==> src/rtl/fetch_unit.sv <==
// LEGv8 instruction fetch stage: holds the PC, issues one-outstanding reads to
// instruction memory and hands each instruction to decode over valid/ready.
module fetch_unit #(
    parameter int             N        = 64,
    parameter logic [N-1:0]   RESET_PC = '0
) (
    input  logic          clk,
    input  logic          reset,
    input  logic          pc_src,
    input  logic [N-1:0]  branch_target,
    output logic          imem_req,
    output logic [N-1:0]  imem_addr,
    input  logic          imem_ready,
    input  logic          imem_rvalid,
    input  logic [31:0]   imem_rdata,
    output logic          instr_valid,
    input  logic          instr_ready,
    output logic [31:0]   instr,
    output logic [N-1:0]  pc_out,
    output logic [10:0]   op
);

    // state | meaning
    // IDLE  | one cycle after reset before the first request
    // FETCH | imem_req high, waiting for memory to accept PC
    // WAIT  | request accepted, waiting for read data
    // HOLD  | instruction presented to decode, waiting for instr_ready
    typedef enum logic [1:0] {IDLE, FETCH, WAIT, HOLD} state_t;

    state_t        state, state_nxt;
    logic [N-1:0]  pc, pc_nxt;
    logic [N-1:0]  pc_req, pc_req_nxt;
    logic [N-1:0]  pc_out_nxt;
    logic [N-1:0]  target;
    logic [31:0]   instr_nxt;
    logic          drop, drop_nxt;
    logic          valid_nxt;

    assign target    = {branch_target[N-1:2], 2'b00};
    assign imem_req  = (state == FETCH);
    assign imem_addr = pc;
    assign op        = instr[31:21];

    always_ff @(posedge clk or negedge reset) begin
        if (!reset) begin
            state       <= IDLE;
            pc          <= RESET_PC;
            pc_req      <= '0;
            drop        <= 1'b0;
            instr_valid <= 1'b0;
            instr       <= '0;
            pc_out      <= '0;
        end else begin
            state       <= state_nxt;
            pc          <= pc_nxt;
            pc_req      <= pc_req_nxt;
            drop        <= drop_nxt;
            instr_valid <= valid_nxt;
            instr       <= instr_nxt;
            pc_out      <= pc_out_nxt;
        end
    end

    always_comb begin
        state_nxt  = state;
        pc_nxt     = pc_src ? target : pc;
        pc_req_nxt = pc_req;
        drop_nxt   = drop;
        valid_nxt  = instr_valid;
        instr_nxt  = instr;
        pc_out_nxt = pc_out;

        case (state)
            IDLE: state_nxt = FETCH;
            FETCH: begin
                if (imem_ready) begin
                    pc_req_nxt = pc;
                    state_nxt  = WAIT;
                    // a redirect in the accept cycle still sends the old address; its data is stale
                    drop_nxt   = pc_src;
                    if (!pc_src)
                        pc_nxt = pc + N'(4);
                end
            end
            WAIT: begin
                if (imem_rvalid) begin
                    drop_nxt = 1'b0;
                    if (drop || pc_src) begin
                        state_nxt = FETCH;
                    end else begin
                        instr_nxt  = imem_rdata;
                        pc_out_nxt = pc_req;
                        valid_nxt  = 1'b1;
                        state_nxt  = HOLD;
                    end
                end else if (pc_src) begin
                    drop_nxt = 1'b1;
                end
            end
            HOLD: begin
                if (pc_src || instr_ready) begin
                    valid_nxt = 1'b0;
                    state_nxt = FETCH;
                end
            end
            default: state_nxt = IDLE;
        endcase
    end

endmodule
==> config.mk <==
export PLATFORM = sky130hd
export DESIGN_NAME = fetch_unit
export DESIGN_NICKNAME = d
export VERILOG_FILES = /design/src/rtl/fetch_unit.sv
export SDC_FILE = /design/constraint.sdc
export NUM_CORES = 1
export LEC_CHECK = 0
export CORE_MARGIN = 4
export CORE_UTILIZATION = 50
export CTS_CLUSTER_SIZE = 14
export DETAILED_ROUTE_END_ITERATION = 10
export HOLD_SLACK_MARGIN = 0.03
export PLACE_DENSITY = 0.87
export SLEW_MARGIN = 20
export SYNTH_ARGS = -nofsm -noshare
export SYNTH_HDL_FRONTEND = slang
export SYNTH_SLANG_ARGS = --single-unit
==> constraint.sdc <==
create_clock -name clk -period 5.3 [get_ports clk]
set_input_delay 1.06 -clock clk [delete_from_list [all_inputs] [get_ports clk]]
set_output_delay 1.06 -clock clk [all_outputs]
set_load 0.03 [all_outputs]
==> results.yml, run 1 <==
final_layout:
  syn2layout_area_growth_pct: 37.3
  layout.area.seq_um2: 5710
  nFillCells: 1373
  drive_above_1_share: 0.207
  final_nets: 1140
  postLayoutCellArea_um2: 13700
  multi_input_area_um2: 4020
placement:
  placed_area_um2: 12900
  numPortBuffers: 272
  gp_congestion: 0.831
  dpl.hpwl_um: 18300
clock_network:
  clock_path_buffers: 3
  cts.sinks: 228
  clk_pin_slew_ns: 0.06
  cts_root_buf: "clkbuf_16"
  htree_levels: 1
  cts-resized-gates: 0
  insertion_delay_ns: 0.51
  cts_tree: "yes"
  cts_setup_buffers: 0
  cts_buffers: 25
  cts_hold_buf: 0
hold_path:
  hold_class: "reg2reg"
  min_from: "pc_req[36]$_DFFE_PN0P_"
  whs_endpoint: "pc_req[36]$_DFFE_PN0P_"
  worstHoldPathCells: 2
routing:
  route.met3.wl_um: 1930
  drc: 0
  drt-met1-wl_um: 10500
  vias: 7242
  antenna_left: 0
  wl_per_cell_um: 19.8
  wl_met2_um: 13200
  firstDrtPassIters: 5
  top_layer_used: "met5"
  drt_iter0_drc: 418
  vias_per_cell: 5.50
  routed_wl_um: 26100
setup_path:
  crit_path_end_kind: "output pin"
  arrival_ns: 2.15
  worstSetupPathType: "reg2out"
  worst_r2r_endpoint: "imem_addr[56]$_DFF_PN0_"
  path_cells: "inv_1 > ha_1 > clkdlybuf4s50_1"
  reg2reg_slack_ns: 2.51
  required_ns: 4.24
  critical-path-slowest-cell: "clkdlybuf4s50_1"
  reg2reg_depth: 7
  worstPathMaxFanout: 9
  start_kind: "flop"
  slowest_delay_ns: 0.74
  rr_startpoint: "state[1]$_DFFE_PN0P_"
pwr:
  power.density_nw_per_um2: 507
  ir_drop_mv: 0.397
  power_frac_seq: 0.384
  combPwrFrac: 0.361
  p_leak_nw: 5.95
  p_clk_frac: 0.255
  p_sw_frac: 0.338
  power.net_switching_mw: 2.36
  p_int_mw: 4.61
floorplan:
  dieArea_um2: 22300
  dieWidth_um: 149
  fp-row-count: 51
  start_util: 0.510
  io_pins: 275
  die_h_um: 149
  core-area_um2: 19600
timing:
  finalMaxSlewViolations: 0
  finalHoldViolCount: 0
  relSlewSlack: 0.515
  max_slew.worst_pin.slew_ns: 0.727
  min_period_ns: 3.21
  fin_crit_sh: 0.605
  rsz0062_at_grt: "false"
  finalSetupTns_ns: 0
  setup_viol: 0
  skew_ns: 0.00901
  max_freq_mhz: 312
synth:
  netlist_area_um2: 10000
  synth_warnings: 0
  synth_area_leader_cell: "dfrtp_1"
  syn_inst: 777
  ys_types: 40
  async_flop_share: 1.00
  synth_top_area_frac: 0.571
  synth_area_per_cell_um2: 12.9
  synth_seq_cells: 228
  syn_nets: 884
  yosysSeqAreaShare: 0.571
  synth_edf_count: 0
  synth.area.top_cells: "dfrtp_1 (57%), mux2_2 (18%), mux2i_1 (5.5%)"
  synth_ff_type: "dfrtp_1"
grt:
  grt_overflow: 0
  grt_max_degree: 97
  grt_pass1_wl_um: 40800
  grt_util_all_layers: 0.228
  grt_antenna_before_repair: 2
  grt_pass1_vias: 7404
flow_run:
  drv_cap: 0
outcome:
  status: "finished, final reports clean"
[area by class of cell]
type                            count  share of cell area
Antenna cell                        1            0.000182
Clock buffer                       36              0.0530
Clock inverter                      9             0.00921
Inverter                            7             0.00191
Multi-Input combinational cell    491               0.293
Sequential cell                   228               0.416
Tap cell                          265              0.0242
Timing Repair Buffer              280               0.203
[flip-flops by register name, indices dropped and copies added, names as in the netlist]
register / count
instr_valid: 1
state: 2
imem_addr: 64
instr: 32
drop: 1
pc_out: 64
pc_req: 64
[power groups by stage]
| stage | clock [mW] | combinational, mW | sequential [mW] |
|---|---|---|---|
| finish | 1.77 | 2.51 | 2.68 |
| CTS | 1.81 | 2.54 | 2.68 |
| floorplan | 0 | 0.919 | 3.25 |
| global placement | 0 | 2.46 | 2.66 |
| detailed placement | 0 | 2.53 | 2.70 |
| global route | 1.89 | 2.65 | 2.75 |
[worst max-delay path: cells and delay by family, from the launching register on]
| kind | cells | cell delay (ns) |
|---|---|---|
| buf+inv | 2 | 0.85 |
| flops | 1 | 0.42 |
| fa+ha+maj | 1 | 0.37 |
[cells in the final DEF (no fill, tap or decap), types with 2 or more instances in the layout]
master and count:
clkbuf_16 25, clkdlybuf4s50_1 270, nand2b_1 2, xnor2_1 11, ha_1 5, bufinv_16 3
clkinv_2 4, mux2i_1 55, a211oi_1 5, nor2b_1 7, mux2_2 161, and2_1 4
inv_1 7, a31oi_1 3, clkbuf_1 5, and3_1 11, nand4_1 36, nor4_1 13
nor2_1 18, o21ai_0 30, and4b_1 2, nor3_1 9, nand2_1 47, and4_1 7
dfrtp_1 228, clkbuf_8 6, a21oi_1 13, buf_4 9, nand3_1 22, xor2_1 15
[stage by stage]
| stage | util | total power, mW | std cells | hold slack, ns | setup slack [ns] |
|---|---|---|---|---|---|
| floorplan | - | 4.17 | 777 | 0.444 | 2.73 |
| global placement | 0.657 | 5.12 | 1271 | 0.461 | 1.76 |
| detailed placement | 0.657 | 5.22 | 1271 | 0.471 | 1.74 |
| CTS | 0.701 | 7.03 | 1316 | 0.484 | 2.08 |
| global route | 0.701 | 7.30 | 1317 | 0.512 | 1.99 |
| finish | 0.701 | 6.97 | 1317 | 0.483 | 2.09 |
[per-layer routing]
layer,vias up,global-route usage
met2,242,0.386
li1,3311,-
met4,2,0.0600
met1,3644,0.294
met5,-,0
met3,43,0.0577
[cell usage after synthesis, types with 2 or more instances]
cell type	count
and2_1	4
clkbuf_1	20
mux2_2	161
a31oi_1	3
and4b_1	2
nand3_1	22
buf_1	7
ha_1	5
xnor2_1	11
xor2_1	15
nor3_1	9
mux2i_1	55
nand2_1	48
nand2b_1	2
and3_1	12
buf_4	13
and4_1	7
o21ai_0	30
a211oi_1	5
nor4_1	13
inv_1	7
nor2_1	18
a21oi_1	13
buf_2	11
nor2b_1	7
nand4_1	36
dfrtp_1	228
[cell families after synthesis]
| family | count (synthesis) | share of synthesized area |
|---|---|---|
| adder cells (fa/ha/maj) | 5 | 0.00626 |
| AO/OA/AOI/OAI | 55 | 0.0303 |
| AND/OR/NAND/NOR | 189 | 0.106 |
| XOR/XNOR | 26 | 0.0228 |
| multiplexers | 216 | 0.236 |
| buffers and inverters | 58 | 0.0280 |
| flip-flops | 228 | 0.571 |
[worst max path at each step]
stage               depth (start not counted)            startpoint  slack [ns]                      end
floorplan                                   6            imem_ready        2.73  imem_addr[24]$_DFF_PN0_
global placement                            6            imem_ready        1.76  imem_addr[56]$_DFF_PN0_
detailed placement                          6            imem_ready        1.74  imem_addr[56]$_DFF_PN0_
CTS                                         3  state[1]$_DFFE_PN0P_        2.08                 imem_req
global route                                3  state[1]$_DFFE_PN0P_        1.99                 imem_req
finish                                      3  state[1]$_DFFE_PN0P_        2.09                 imem_req
Note: power is estimated with default switching activity, not from simulation.
==> run 2: changes to the inputs <==
Settings changed: CORE_UTILIZATION 50 to 48, PLACE_DENSITY 0.87 to 0.84.
Clock period 5.3 ns to 3.2 ns, I/O delays scaled along.
==> run 2 against run 1 <==
Routed wire length about the same. Sequential share of layout area decreased by 0.15 points. Global-route usage decreased by 0.94 points. Cell area increased by 0.37%. Non-clock buffer count increased by 3.
==> results.yml, run 2 (synthesized netlist as in run 1, its figures left out) <==
routing:
  drc: 0
  routed_wl_um: 26100
  vias: 7257
  vias_per_cell: 5.49
  antenna_left: 0
  firstDrtPassIters: 4
  drt_iter0_drc: 382
  wl_per_cell_um: 19.7
floorplan:
  fp-row-count: 52
  dieWidth_um: 152
  die_h_um: 152
  start_util: 0.491
  core-area_um2: 20400
  io_pins: 275
  dieArea_um2: 23200
grt:
  grt_pass1_vias: 7453
  grt_util_all_layers: 0.218
  grt_max_degree: 85
  grt_overflow: 0
  grt_antenna_before_repair: 3
  grt_pass1_wl_um: 41800
timing:
  skew_ns: 0.00942
  worst_hold_slack_ns: 0.0882
  finalHoldViolCount: 0
  relSlewSlack: 0.608
  max_slew.worst_pin.slew_ns: 0.586
  fin_crit_sh: 0.875
  max_freq_mhz: 357
  setup_viol: 0
  finalSetupTns_ns: 0
  min_period_ns: 2.80
  rsz0062_at_grt: "false"
  finalMaxSlewViolations: 0
setup_path:
  reg2reg_slack_ns: 0.53
  crit_path_end_kind: "output pin"
  required_ns: 2.56
  cp.buffers_inverters: 2
  start_kind: "flop"
  worstSetupPathType: "reg2out"
  path_delay_family: "buffers and inverters"
  rr_startpoint: "state[1]$_DFFE_PN0P_"
  slowest_delay_ns: 0.75
  reg2reg_depth: 7
  worstPathMaxFanout: 9
  worst_r2r_endpoint: "imem_addr[56]$_DFF_PN0_"
  worst-path-stages: 3
  arrival_ns: 2.16
  path_cells: "inv_1 > ha_1 > clkdlybuf4s50_1"
  critical-path-slowest-cell: "clkdlybuf4s50_1"
clock_network:
  cts_hold_buf: 0
  cts-resized-gates: 0
  htree_levels: 1
  cts_buffers: 24
  cts_tree: "yes"
  cts_root_buf: "clkbuf_16"
  clock_path_buffers: 3
  clk_pin_slew_ns: 0.06
  insertion_delay_ns: 0.51
  cts_setup_buffers: 0
  cts.sinks: 228
pwr:
  p_leak_nw: 5.97
  ir_drop_mv: 0.528
  power.density_nw_per_um2: 834
final_layout:
  final_nets: 1142
  layout_commonest_cell: "clkdlybuf4s50_1"
  nFillCells: 1523
  final_cell_mix: "clkdlybuf4s50_1 (270), dfrtp_1 (228), mux2_2 (161)"
  drive_above_1_share: 0.208
  syn2layout_area_growth_pct: 37.8
hold_path:
  hold_class: "in2async"
flow_run:
  drv_cap: 0
placement:
  dpl.hpwl_um: 18400
  numPortBuffers: 272
  gp_congestion: 0.844
outcome:
  status: "finished, final reports clean"
-- run 2: cell type report --
type,instances,area (um^2),area share
clock buffer,31,668,0.0485
tap,270,338,0.0245
sequential,228,5710,0.414
inverter,7,26.3,0.00191
antenna,2,5.00,0.000363
multi-input combinational,491,4020,0.292
timing repair buffer,283,2860,0.207
clock inverter,11,155,0.0113
-- run 2: worst reg2reg max path, stage by stage (launching register included) --
cell	delay, ns
dfrtp_1	0.39
inv_1	0.10
ha_1	0.41
nand3_1	0.23
nor4_2	0.27
nand4_1	0.45
nor4_1	0.48
mux2i_1	0.25
-- run 2: stage by stage --
step / power, mW / instances / area [um^2] / utilization / worst slack, ns
after floorplan: 6.91 / 777 / 10000 / - / 0.845
after global placement: 8.50 / 1279 / 13000 / 0.636 / 0.229
after detailed placement: 8.67 / 1279 / 13000 / 0.636 / 0.145
after CTS: 11.6 / 1321 / 13800 / 0.676 / 0.368
after global routing: 12.1 / 1323 / 13800 / 0.677 / 0.265
final: 11.5 / 1323 / 13800 / 0.677 / 0.399
-- run 2: metal layers --
layer / wire length [um] / global-route usage
met5: 13 / 0
met4: 564 / 0.0599
met3: 1640 / 0.0449
met2: 12900 / 0.367
met1: 11000 / 0.291
-- run 2: power by group --
part	total [mW]	switching (mW)	internal, mW
logic	4.17	2.17	2.00
clock network	2.89	1.10	1.79
registers	4.44	0.608	3.83
total	11.5	3.88	7.62
-- run 2: worst max-delay path by stage --
stage                                    start                 endpoint  slack (ns)
after floorplan           state[1]$_DFFE_PN0P_  imem_addr[24]$_DFF_PN0_        0.84
after global placement              imem_ready  imem_addr[56]$_DFF_PN0_        0.23
after detailed placement            imem_ready  imem_addr[56]$_DFF_PN0_        0.15
after CTS                 state[1]$_DFFE_PN0P_                 imem_req        0.37
after global routing      state[1]$_DFFE_PN0P_  imem_addr[56]$_DFF_PN0_        0.26
final                     state[1]$_DFFE_PN0P_                 imem_req        0.40
==> run 3: changes to the inputs <==
Settings changed: GPL_TIMING_DRIVEN set to 0.
==> run 3 against run 2 <==
Clock skew about the same. Largest power group unchanged. First-iteration DRC count up 19%. Power up 1.3%. Clock power up 3%. Die area unchanged. Highest routed layer unchanged. Combinational power up 2%.
==> results.yml, run 3 (synthesized netlist as in run 1, its figures left out) <==
placement:
  placedCellCount: 1320
  dpl.hpwl_um: 19800
  numPortBuffers: 271
  gp_congestion: 0.822
floorplan:
  dieArea_um2: 23200
  core-area_um2: 20400
  io_pins: 275
  die_h_um: 152
  fp-row-count: 52
  start_util: 0.491
  dieWidth_um: 152
grt:
  grt_pass1_wl_um: 43400
  grt_util_all_layers: 0.230
  grt_antenna_before_repair: 4
  grt_max_degree: 86
  grt_pass1_vias: 7589
  grt_overflow: 0
routing:
  vias_per_cell: 5.42
  routed_wl_um: 27200
  vias: 7400
  antenna_left: 0
  firstDrtPassIters: 5
  wl_per_cell_um: 19.9
  drt_iter0_drc: 454
  drc: 0
clock_network:
  cts_tree: "yes"
  insertion_delay_ns: 0.51
  cts_setup_buffers: 0
  cts-resized-gates: 0
  clk_pin_slew_ns: 0.06
  cts_root_buf: "clkbuf_16"
  clock_path_buffers: 3
  cts.sinks: 228
  cts_buffers: 24
  htree_levels: 1
  cts_hold_buf: 0
final_layout:
  final_cell_mix: "clkdlybuf4s50_1 (270), dfrtp_1 (228), mux2_2 (161)"
  syn2layout_area_growth_pct: 39.7
  stdcell_count: 1366
  drive_above_1_share: 0.212
  layout_commonest_cell: "clkdlybuf4s50_1"
  final_nets: 1183
timing:
  rsz0062_at_grt: "false"
  finalHoldViolCount: 0
  finalMaxSlewViolations: 0
  fin_crit_sh: 0.906
  skew_ns: 0.00930
  max_slew.worst_pin.slew_ns: 0.802
  relSlewSlack: 0.465
  max_freq_mhz: 345
  min_period_ns: 2.90
  setup_viol: 0
  finalSetupTns_ns: 0
setup_path:
  path_cells: "clkdlybuf4s50_1 > clkbuf_1 > clkbuf_1 > buf_1 > mux2i_1 > mux2i_1"
  slowest_delay_ns: 0.67
  required_ns: 3.57
  arrival_ns: 3.27
  path_delay_family: "buffers and inverters"
  crit_path_end_kind: "flop"
  critical-path-slowest-cell: "buf_1"
  worstPathMaxFanout: 10
  worstSetupPathType: "in2reg"
  start_kind: "primary input"
  cp.buffers_inverters: 4
pwr:
  power.net_switching_mw: 3.93
  combPwrFrac: 0.365
  ir_drop_mv: 0.521
  p_clk_frac: 0.255
  p_leak_nw: 6.07
  p_int_mw: 7.71
  power.density_nw_per_um2: 834
  power_frac_seq: 0.380
  p_sw_frac: 0.337
outcome:
  status: "finished, final reports clean"
hold_path:
  hold_class: "in2async"
flow_run:
  drv_cap: 0
## run 3: cell types whose count changed in the layout (fill, tap and decap cells not counted), sizes merged
cell,before,now
clkinvlp,0,2
clkinv,7,5
clkbuf,31,53
buf,13,34
## run 3: worst paths after layout
kind                            depth (start not counted)              startpoint                      end  slack (ns)
worst max-delay path                                    6                  pc_src  imem_addr[60]$_DFF_PN0_        0.30
worst min-delay path                                    1                   reset   pc_out[42]$_DFFE_PN0P_        0.07
worst max register to register                          8    state[0]$_DFFE_PN0P_   pc_out[44]$_DFFE_PN0P_        0.32
worst min register to register                          2  pc_req[47]$_DFFE_PN0P_   pc_req[47]$_DFFE_PN0P_        0.50
max in group asynchronous                               2                   reset     state[0]$_DFFE_PN0P_        2.35
min in group clk                                        2  pc_req[47]$_DFFE_PN0P_   pc_req[47]$_DFFE_PN0P_        0.50
## run 3: power by group through the flow
stage                     Clock [mW]  Sequential, mW  Combinational (mW)
after floorplan                    0            5.38                1.52
after CTS                       3.02            4.43                4.29
after global routing            3.16            4.56                4.48
after detailed placement           0            4.47                4.27
final                           2.97            4.43                4.25
after global placement             0            4.43                4.17
## run 3: layout make-up
| class | count | area (um^2) |
|---|---|---|
| Fill cell | 1551 | 6400 |
| Sequential cell | 228 | 5710 |
| Multi-Input combinational cell | 491 | 4010 |
| Timing Repair Buffer | 273 | 2770 |
| Clock buffer | 33 | 686 |
| Tap cell | 270 | 338 |
| Buffer | 51 | 254 |
| Clock inverter | 11 | 164 |
| Inverter | 7 | 26.3 |
| Antenna cell | 2 | 5.00 |
## run 3: per-stage QoR
step	total power, mW	hold slack, ns	instance area, um^2	utilization	setup slack, ns
CTS	11.7	0.0726	14000	0.685	0.303
global placement	8.60	0.468	13000	0.641	-8.07
floorplan	6.91	0.344	10000	-	0.845
detailed placement	8.74	0.487	13100	0.644	-0.212
global route	12.2	0.0900	14000	0.686	0.169
finish	11.6	0.0662	14000	0.686	0.301
## run 3: per-layer routing
layer	routed length (um)	global-route usage	up-vias
met5	26	0	-
met4	707	0.0634	4
met3	1750	0.0471	46
met2	13300	0.381	247
met1	11500	0.310	3700
li1	-	-	3403
